File: config.mk
export PLATFORM = sky130hd
export DESIGN_NAME = multicycle_control_fsm
export DESIGN_NICKNAME = d
export VERILOG_FILES = /design/src/rtl/multicycle_control_fsm.sv
export SDC_FILE = /design/constraint.sdc
export NUM_CORES = 1
export LEC_CHECK = 0
export CAP_MARGIN = 10
export CORE_ASPECT_RATIO = 0.75
export CORE_MARGIN = 4
export CORE_UTILIZATION = 39
export DETAILED_ROUTE_END_ITERATION = 8
export PLACE_DENSITY = 0.77
export SYNTH_ARGS = -nofsm -noshare
export SYNTH_HDL_FRONTEND = slang
export SYNTH_SLANG_ARGS = --single-unit
File: constraint.sdc
create_clock -name clk -period 1.83 [get_ports clk]
set_clock_uncertainty 0.15 [all_clocks]
set_input_delay 0.2745 -clock clk [delete_from_list [all_inputs] [get_ports clk]]
set_output_delay 0.2745 -clock clk [all_outputs]
set_load 0.02 [all_outputs]
File: src/rtl/multicycle_control_fsm.sv
// multicycle_control_fsm: multicycle MIPS control sequencer with bounded memory waits and illegal-opcode trap.
// Define CTRL_PERF_CNT_EN to build the retired-instruction counter behind instr_count.
module multicycle_control_fsm #(
  parameter int MAX_WAIT = 15,
  parameter int WAIT_W = 4,
  parameter int CNT_W = 32
) (
  input  logic             clk,
  input  logic             reset,
  input  logic [5:0]       opcode,
  input  logic             mem_ready,
  output logic             RegDst,
  output logic             Branch,
  output logic             bne,
  output logic             MemRead,
  output logic             MemtoReg,
  output logic             MemWrite,
  output logic             ALUSrc,
  output logic             RegWrite,
  output logic [2:0]       ALUOp,
  output logic             PCWrite,
  output logic             IRWrite,
  output logic [1:0]       mem_size,
  output logic             mem_unsigned,
  output logic [3:0]       state,
  output logic             illegal_op,
  output logic             mem_timeout,
  output logic [CNT_W-1:0] instr_count
);
  typedef enum logic [3:0] {
    FETCH = 4'd0, DECODE = 4'd1, EXEC_R = 4'd2, WB_R = 4'd3, ADDR = 4'd4, MEM_RD = 4'd5,
    WB_MEM = 4'd6, MEM_WR = 4'd7, BRANCH = 4'd8, EXEC_I = 4'd9, WB_I = 4'd10, TRAP = 4'd11
  } state_t;
  state_t st, nxt, dec_nxt;
  logic [5:0] op_q;
  logic [WAIT_W-1:0] wcnt;
  logic trap_mem, timeout;
  logic [1:0] op_size;
  assign timeout = wcnt == WAIT_W'(MAX_WAIT);
  assign op_size = (op_q[1:0] == 2'b11) ? 2'b10 : op_q[1:0];
  assign state = st;
  always_comb begin
    dec_nxt = TRAP;
    case (opcode)
      6'b000000: dec_nxt = EXEC_R;
      6'b000100, 6'b000101: dec_nxt = BRANCH;
      6'b100000, 6'b100001, 6'b100011, 6'b100100, 6'b100101,
      6'b101000, 6'b101001, 6'b101011: dec_nxt = ADDR;
      6'b001100, 6'b001101, 6'b001010, 6'b001011: dec_nxt = EXEC_I;
      default: dec_nxt = TRAP;
    endcase
  end
  // mem_ready takes priority over an expiring wait in the same cycle
  always_comb begin
    nxt = FETCH;
    case (st)
      FETCH: nxt = mem_ready ? DECODE : timeout ? TRAP : FETCH;
      DECODE: nxt = dec_nxt;
      EXEC_R: nxt = WB_R;
      ADDR: nxt = op_q[3] ? MEM_WR : MEM_RD;
      MEM_RD: nxt = mem_ready ? WB_MEM : timeout ? TRAP : MEM_RD;
      MEM_WR: nxt = mem_ready ? FETCH : timeout ? TRAP : MEM_WR;
      EXEC_I: nxt = WB_I;
      default: nxt = FETCH;
    endcase
  end
  always_ff @(posedge clk) begin
    if (reset) begin
      st <= FETCH;
      wcnt <= '0;
      trap_mem <= 1'b0;
      op_q <= '0;
    end else begin
      st <= nxt;
      wcnt <= (nxt == st) ? wcnt + 1'b1 : '0;
      if (st == DECODE) op_q <= opcode;
      if (nxt == TRAP) trap_mem <= st != DECODE;
    end
  end
  always_comb begin
    RegDst = 1'b0;
    Branch = 1'b0;
    bne = 1'b0;
    MemRead = 1'b0;
    MemtoReg = 1'b0;
    MemWrite = 1'b0;
    ALUSrc = 1'b0;
    RegWrite = 1'b0;
    ALUOp = 3'b000;
    PCWrite = 1'b0;
    IRWrite = 1'b0;
    mem_size = 2'b00;
    mem_unsigned = 1'b0;
    illegal_op = 1'b0;
    mem_timeout = 1'b0;
    if (!reset) begin
      case (st)
        FETCH: begin
          MemRead = 1'b1;
          mem_size = 2'b10;
          IRWrite = mem_ready;
          PCWrite = mem_ready;
        end
        EXEC_R: ALUOp = 3'b010;
        WB_R: begin
          RegDst = 1'b1;
          RegWrite = 1'b1;
        end
        ADDR: ALUSrc = 1'b1;
        MEM_RD: begin
          MemRead = 1'b1;
          mem_size = op_size;
          mem_unsigned = op_q[2];
        end
        WB_MEM: begin
          MemtoReg = 1'b1;
          RegWrite = 1'b1;
        end
        MEM_WR: begin
          MemWrite = 1'b1;
          mem_size = op_size;
        end
        BRANCH: begin
          Branch = 1'b1;
          ALUOp = 3'b001;
          bne = op_q[0];
        end
        EXEC_I: begin
          ALUSrc = 1'b1;
          ALUOp = (op_q == 6'b001100) ? 3'b011 : (op_q == 6'b001101) ? 3'b100 :
                  (op_q == 6'b001010) ? 3'b101 : 3'b110;
        end
        WB_I: begin
          ALUSrc = 1'b1;
          RegWrite = 1'b1;
        end
        TRAP: begin
          illegal_op = !trap_mem;
          mem_timeout = trap_mem;
        end
        default: ;
      endcase
    end
  end
`ifdef CTRL_PERF_CNT_EN
  logic [CNT_W-1:0] cnt;
  logic retire;
  assign retire = (st == WB_R) || (st == WB_MEM) || (st == WB_I) || (st == BRANCH) ||
                  (st == MEM_WR && mem_ready);
  always_ff @(posedge clk) begin
    if (reset) cnt <= '0;
    else if (retire) cnt <= cnt + 1'b1;
  end
  assign instr_count = cnt;
`else
  assign instr_count = '0;
`endif
endmodule

Yosys cells after proc, flatten, opt, wreduce, memory -nomap -nowiden:

Memories as Yosys holds them, arrays and structs flattened.
Index checks and enable logic that the tools add are counted.

* flip-flop bits (word level): 15
* bits in read-only memories: 256
* input bits: 9
* output and inout bits: 54
* logic and storage cells: 73
* memories kept: 1

Memory list
* (name not given): words 64, bits a word 4, read ports 1, clocked after memory_dff 0, wr ports 0, line 44 `case (opcode)`

* add/sub/neg operators: 1
* equal/unequal tests: 19
* muxes and demuxes: 40
* bitwise logic cells: 1
* reductions and logical operators: 7

Operators with widths (number)
* $pmux W4 S7: 1
* $eq A4 B4 Y1 const B: 6
* $mux W1: 24
* $mux W4: 6
* $eq A6 B4 Y1 const B: 3
* $eq A4 B3 Y1 const B: 4
* $mux W2: 5
* $pmux W3 S3: 1
* $eq A4 B2 Y1 const B: 2
* $mux W3: 2
* $reduce_or A2 Y1: 3
* $reduce_or A3 Y1: 2
* $add A4 B1 Y4 const B: 1
* $eq A4 B1 Y1 const B: 1
* $eq A4 B4 Y1: 1
* $logic_not A4 Y1: 1
* $ne A4 B1 Y1 const B: 1
* $pmux W2 S2: 1
* $eq A2 B2 Y1 const B: 1
* $logic_not A1 Y1: 1
* $not A1 Y1: 1

Logic depth before layout (Yosys ltp):

Gate-level depths: netlist (run 1).

* depth after elaboration: 7
* mapped depth: 7
* gate-level depth less buffers: 7

Least setup slack after synthesis (run 1):

Ideal clock, no wire load.

* path kind: reg-to-output
* from: reg st[2] (netlist: state[2])
* to: out MemRead
* arrival time: 2.002 ns
* data required time: 1.405 ns
* slack: -0.597 ns
* stages on the path, launching flop included: 5
* buffers on the path: 2
* cells stage by stage: dfxtp_1 buf_6 buf_8 or2_1 a2111oi_0

* word-level cells in the longest chain between the ends: 4
* elaborated cells between the ends (all ways): 5
* those cells by class: eq/ne (1); mux (2); reduce/logical (2)

RTL lines
* start: declaration: line 34 `state_t st, nxt, dec_nxt;`
* start signal: assignment: line 74 `st <= nxt;`
* $eq A4 B3 Y1 / $logic_not A4 Y1 (equally long branches): line 97 `case (st)`
* $reduce_or A2 Y1 (no source line) (*)
* $mux W1 (*): line 97
* $mux W1 (*): line 96 `if (!reset) begin`
* end: declaration: line 15 `output logic MemRead,`

Every way passes the cells marked *; elsewhere a longest branch is shown, timed or not.

Worst setup path in the final report (run 1):

* from: reg op_q[1]
* to: out ALUOp[1]

* word-level cells in the longest chain between the ends: 6
* elaborated cells between the ends (all ways): 8
* those cells by class: eq/ne (3); mux (5)

RTL lines
* start: declaration: line 35 `logic [5:0] op_q;`
* start signal: assignment: line 76 `if (st == DECODE) op_q <= opcode;`
* $eq A6 B4 Y1: line 131 `(op_q == 6'b001010) ? 3'b101 : 3'b110;`
* $mux W2: line 131
* $mux W2: line 130 `ALUOp = (op_q == 6'b001100) ? 3'b011 : (op_q == 6'b001101) ? 3'b100 :`
* $mux W3 (*): line 130
* $pmux W3 S3 (*): line 97
* $mux W3 (*): line 96
* end: declaration: line 20 `output logic [2:0] ALUOp,`

Marks and branches as above.

==> metrics.txt, run 1 <==
GRT overflow=0; Post-synth EDFFs=0; Max VDD drop=~0.00066 V; reg2reg end=wcnt[0]; Worst setup endpoint=ALUOp[1]; reg2reg start=state[1]; Power per Cell Area=906.0 mW/mm^2; vias in the first global route=about 1,600; Vias/cell=approximately 5.0; top cell type's share of synthesized area=20.08%; Clock Tree Buf Depth=2; CP required=approximately 1.4 ns; Max Freq=~460 MHz; remaining antenna violation count=0; worst reg2reg setup slack=-0.11 ns; wire per inst=about 17 um; Clk Latency, worst-skew pair=approximately 0.26 ns; Synth area leaders=dfxtp_1, buf_4, nor2_1; Worst Reg-to-Reg Cells=7; cell area after layout=0.002560 mm^2; max-slew violations=0; routability congestion estimate=~0.9; Syn Area/Cell=between 8 and 9 um^2; leak pwr=approximately 1.2 nW; CTS Buf Count=3; most frequent cells in the layout=buf_4, conb_1, buf_6, nor2_1, dfxtp_1; count of state elements after synthesis=15; Fillers=roughly 280; CTS H-tree lvls=1; Seq/Total Area, Yosys=between 20% and 30%; clock slew at reported path FFs=approximately 0.060 ns; Die Ht=between 60 and 70 um; crit path launch=op_q[1]; Worst setup EP type=primary output; row count=19; routed wire length=5.475 mm; worst setup path category=flop to primary output; CP Max Fanout=3; share of layout cells above drive strength 1=between 50% and 60%; Post-Syn Area=0.001495 mm^2; drt pass-1 iters=4; Slowest Stage Delay on Critical Path=roughly 0.48 ns; final worst slack=-0.3393 ns; Final min period=~2.2 ns; Ant. Diodes=0; failing checks=negative setup slack; fin crit share=118.5%; nets=289; Die Wd=a little under 80 um; Hold Crit Class=flop to flop; post-synth cell types=60; HPWL Detailed=around 3.5 mm; RSZ-0062 raised after global routing=true; max_cap viols=0; root buffer cell=clkbuf_8; slowest stage cell, crit path=or4b_1; Mapped Cells=185; outcome=finished, violations left; Die Area=slightly below 0.005 mm^2; Via Count=roughly 1,700; CP arrival=between 1.5 and 2 ns; post-synthesis async set-or-reset flop share=0%; startpoint types=flop; first-pass GRT wire length=7.914 mm; CTS hold repair buffers=0; Main synth FF type=dfxtp_1; Crit path max-delay family=simple AND/OR/NAND/NOR gates; Area growth syn-to-layout=71.21%; Final Hold Viols=0; most common cell after layout, fill and taps aside=buf_4; I/O pin cnt=63; CTS tree=yes; initial antenna violation count=0; Initial Utilization=40.58%; Yosys top cell by area=dfxtp_1; largest net degree at the start of global routing=13; Tot GR Track Use=a little over a fifth; Iteration-0 DRC Markers=roughly 140; worst path cell trace=nor3b_4 > a21oi_2 > or4b_1 > a31oi_1 > nor3_1 > buf_2; drt drc=0; Port-buffer cells=30; Levels on crit path=6; Core ar.=0.003685 mm^2; warnings from Yosys=0; Sink Count=15; worst path buffer plus inverter count=1; Post-DP Area=between 0.002 and 0.0025 mm^2; # setup viols final=16; hold_ws=0.3232 ns
==> how the worst min path moves through the flow <==
| stage | startpoint | to | slack, ns | cells past startpoint |
|---|---|---|---|---|
| after global placement | wcnt[0] | wcnt[0] | 0.30 | 1 |
| after floorplan | opcode[0] | op_q[0] | 0.27 | 2 |
| final | wcnt[0] | wcnt[0] | 0.32 | 1 |
| after global routing | wcnt[0] | wcnt[0] | 0.35 | 1 |
| after CTS | wcnt[0] | wcnt[0] | 0.32 | 1 |
| after detailed placement | wcnt[0] | wcnt[0] | 0.31 | 1 |
==> synth_stat cells (3+ instances only) <==
library cell / instances
buf_4: 33
nor2_1: 18
dfxtp_1: 15
nor3_1: 10
a21oi_1: 8
nand2_1: 7
inv_1: 6
mux2i_1: 6
nand2b_1: 6
buf_6: 4
o21ai_0: 4
a22oi_1: 3
and2_1: 3
and3_1: 3
clkbuf_1: 3
xor2_1: 3
==> where the power goes <==
| part | total, mW | internal, mW | switching [mW] |
|---|---|---|---|
| Clock | 0.283 | 0.155 | 0.128 |
| Combinational | 1.57 | 0.783 | 0.789 |
| Sequential | 0.465 | 0.395 | 0.0694 |
| Total | 2.32 | 1.33 | 0.986 |
==> repair_timing <==
action | in CTS | in global routing
endpoints found under the setup margin | 27 | 29
endpoints found under the hold margin | 0 | 0
pin swaps | 20 | 20
resized for setup | 154 | 44
buffers inserted | 16 | 8
==> state kept, by name, indices dropped and copies added (netlist names) <==
| name | flops |
|---|---|
| op_q | 6 |
| state | 4 |
| trap_mem | 1 |
| wcnt | 4 |
==> cell type report <==
type	count	area, um^2	area share [%]
multi-input cells	151	1204	47.02
inverters	7	28.78	1.124
clock buffers	4	45.04	1.760
well taps	52	65.06	2.542
flip-flops and latches	15	317.8	12.41
repair buffers	100	899.6	35.14
==> metrics by stage <==
stage	utilization (%)	TNS [ns]	power (mW)	setup WS, ns	cells
2_1_floorplan	-	-0.7521	1.163	-0.1536	216
5_1_grt	69.47	-2.096	2.429	-0.3743	329
4_1_cts	63.97	-1.509	2.065	-0.3545	324
3_5_place_dp	55.11	-9.487	1.560	-0.5041	304
3_3_place_gp	55.11	-8.708	1.534	-0.5242	304
6_report	69.47	-1.347	2.319	-0.3393	329
==> logic make-up (layout without fill, tap and decap cells) <==
logic type               Yosys count  in the layout  share of synthesized area [%]
AO/OA/AOI/OAI                     38             38                          20.09
XOR/XNOR                           4              4                          2.344
buffers and inverters             50            111                          23.76
adder cells (fa/ha/maj)            2              2                          1.673
multiplexers                       7              7                          4.770
flip-flops                        15             15                          20.08
other                              1             32                         0.2508
AND/OR/NAND/NOR                   68             68                          27.03
==> worst register-to-register path, cell delays in order (launching register included) <==
cell	delay [ns]
dfxtp_4	0.35
buf_6	0.12
buf_6	0.12
nor4b_4	0.34
o311a_4	0.27
a211oi_2	0.07
o2111ai_2	0.31
nor3_1	0.09
==> metal layers <==
metal	part of all wire (%)	wire, um	track usage, %
met1	39	2158	25.83
met2	51	2809	37.81
met3	6.9	378	4.825
met4	2.4	129	5.147
met5	0	0	0
(Power assumes the default switching activity.)
==> run 2, diff against run 1 <==
Settings changed: TNS_END_PERCENT set to 20.
==> metrics.txt, run 2 (synthesized netlist as in run 1, its figures left out) <==
outcome=finished, violations left; failing checks=negative setup slack; Switching Fraction=41.41% (-1.1 points); reg2reg start=state[3]; Power per Cell Area=893.1 mW/mm^2 (-1.4%); fin crit share=114.9% (-3.7 points); Ant. Diodes=0 (unchanged); Die Wd=79.50 um (unchanged); cell area after layout=0.002365 mm^2 (-7.6%); Core Util, Final=64.18% (-5.3 points); remaining antenna violation count=0 (unchanged); drt pass-1 iters=4 (unchanged); Hold Crit Class=flop to flop; Sequential Power Share=23.2% (+3.2 points); highest routing layer actually used=met4; final worst slack=-0.2719 ns (+0.06745 ns); worst path cell trace=nor3b_2 > a21oi_1 > or4b_1 > a31oi_1 > nor3_1 > buf_2; Hold Crit Endpoint=wcnt[0]; hold_ws=0.3208 ns (-0.002380 ns); worst path buffer plus inverter count=1 (unchanged); Sink Count=15 (unchanged); Post-DP Area=0.002081 mm^2 (+2.5%); hold path depth=1 (unchanged); wire per inst=14.38 um (-14%); I/O pin cnt=63 (unchanged); Iteration-0 DRC Markers=76 (-46%); M1 wire length=2.047 mm (-5.1%); worst reg2reg setup slack=-0.09 ns (+0.02 ns); Die Ht=61.62 um (unchanged); CTS H-tree lvls=1 (unchanged); leak pwr=1.116 nW (-6.2%); share of layout cells above drive strength 1=49.26% (-3.1 points); initial antenna violation count=0 (unchanged); slowest stage cell, crit path=or4b_1; most common cell after layout, fill and taps aside=buf_4; routed wire length=4.629 mm (-15%); Tot GR Track Use=17.85% (-3.1 points); CTS Buf Count=3 (unchanged); RSZ-0062 raised after global routing=true; Initial Utilization=40.58% (unchanged); Vias/cell=4.857 (-3.6%); Port-buffer cells=30 (unchanged); Comb power frac=64.0% (-3.8 points); Clock Tree Buf Depth=2 (unchanged); max-slew violations=0 (unchanged); routed wl met2=2.246 mm (-20%); Final min period=2.102 ns (-0.06745 ns); Clock power frac=12.9% (+0.7 points); Max VDD drop=0.0006253 V (-5.0%); HPWL Detailed=3.421 mm (-1.6%); post-layout power=2.112 mW (-8.9%); Max Freq=475.8 MHz (+3.2%); largest net degree at the start of global routing=11 (-2); Levels on crit path=6 (unchanged); # setup viols final=9 (-7); drt drc=0 (unchanged); clock slew at reported path FFs=0.06 ns (about the same); Worst setup EP type=primary output; CP arrival=1.68 ns (-0.06 ns); Final Hold Viols=0 (unchanged); Worst Reg-to-Reg Cells=7 (unchanged); CP Max Fanout=3 (unchanged); Via Count=1,564 (-5.7%); first-pass GRT wire length=6.796 mm (-14%); CTS tree=yes; GRT overflow=0 (unchanged); Slowest Stage Delay on Critical Path=0.47 ns (about the same); root buffer cell=clkbuf_8; sw power=0.8745 mW (-11%); nets=282 (-2.4%); HP Start=wcnt[0]; Core ar.=0.003685 mm^2 (unchanged); reg2reg end=wcnt[2]; startpoint types=flop; Int Pwr=1.237 mW (-7.2%); worst setup path category=flop to primary output; Largest register FFs=6 (unchanged); routability congestion estimate=0.9287 (+2.9%); most frequent cells in the layout=buf_4, conb_1, buf_6, nor2_1, dfxtp_1; Crit path max-delay family=simple AND/OR/NAND/NOR gates; Die Area=0.004898 mm^2 (unchanged); Area growth syn-to-layout=58.16%; vias in the first global route=1,447 (-8.7%); Clk Latency, worst-skew pair=0.25 ns (about the same); CP required=1.41 ns (about the same); max_cap viols=0 (unchanged); CTS hold repair buffers=0 (unchanged); largest register by flop count=op_q; Fillers=316 (+14%); wire length on met3=322 um (-15%); row count=19 (unchanged)
[run 2: cell types whose count changed in the layout (fill, tap and decap cells not counted), moves of 2 or more]
| cell | previous run | this run |
|---|---|---|
| buf_2 | 3 | 5 |
| buf_4 | 53 | 62 |
| buf_6 | 30 | 13 |
| buf_8 | 2 | 0 |
| dlygate4sd2_1 | 5 | 3 |
| nand2_2 | 1 | 3 |
| nand2_4 | 2 | 0 |
| nor2_2 | 1 | 4 |
| nor2_4 | 4 | 2 |
| nor3_1 | 4 | 6 |
| o21ai_1 | 3 | 1 |
[run 2: layout make-up]
class	count	area [um^2]	share of cell area (%)
multi-input combinational	151	1145	48.41
timing repair buffer	93	765.7	32.38
sequential	15	317.8	13.44
tap	52	65.06	2.751
clock buffer	4	45.04	1.905
inverter	7	26.28	1.111
[run 2: repair_timing]
item / CTS / global route
endpoints found under the hold margin: 0 / 0
endpoints found under the setup margin: 27 / 24
setup buffers: 3 / 4
pin swaps: 7 / 13
resized for setup: 112 / 45
[run 2: power by group through the flow]
stage	registers, mW	logic [mW]	clock network (mW)
floorplan	0.462	0.698	0
detailed placement	0.466	1.14	0
finish	0.489	1.35	0.272
global placement	0.463	1.11	0
CTS	0.482	1.18	0.280
global route	0.497	1.44	0.287
[run 2: how the worst max path moves through the flow]
stage / from / to
floorplan: state[1] / RegDst
global placement: reset / mem_unsigned
detailed placement: reset / mem_unsigned
CTS: op_q[1] / ALUOp[1]
global route: op_q[1] / ALUOp[1]
finish: op_q[1] / ALUOp[1]
[run 2: routing by layer]
layer / up-vias / global-route usage, %
met1: 744 / 24.54
met4: 0 / 2.696
li1: 763 / -
met2: 55 / 29.61
met5: - / 0
met3: 2 / 3.947
[run 2: stage by stage]
stage               setup TNS [ns]  worst slack [ns]  instances
floorplan                  -0.9604           -0.1639        216
global placement            -8.430           -0.4380        311
detailed placement          -8.703           -0.4420        311
CTS                        -0.8667           -0.2654        318
global route                -1.473           -0.3404        322
finish                     -0.8089           -0.2719        322
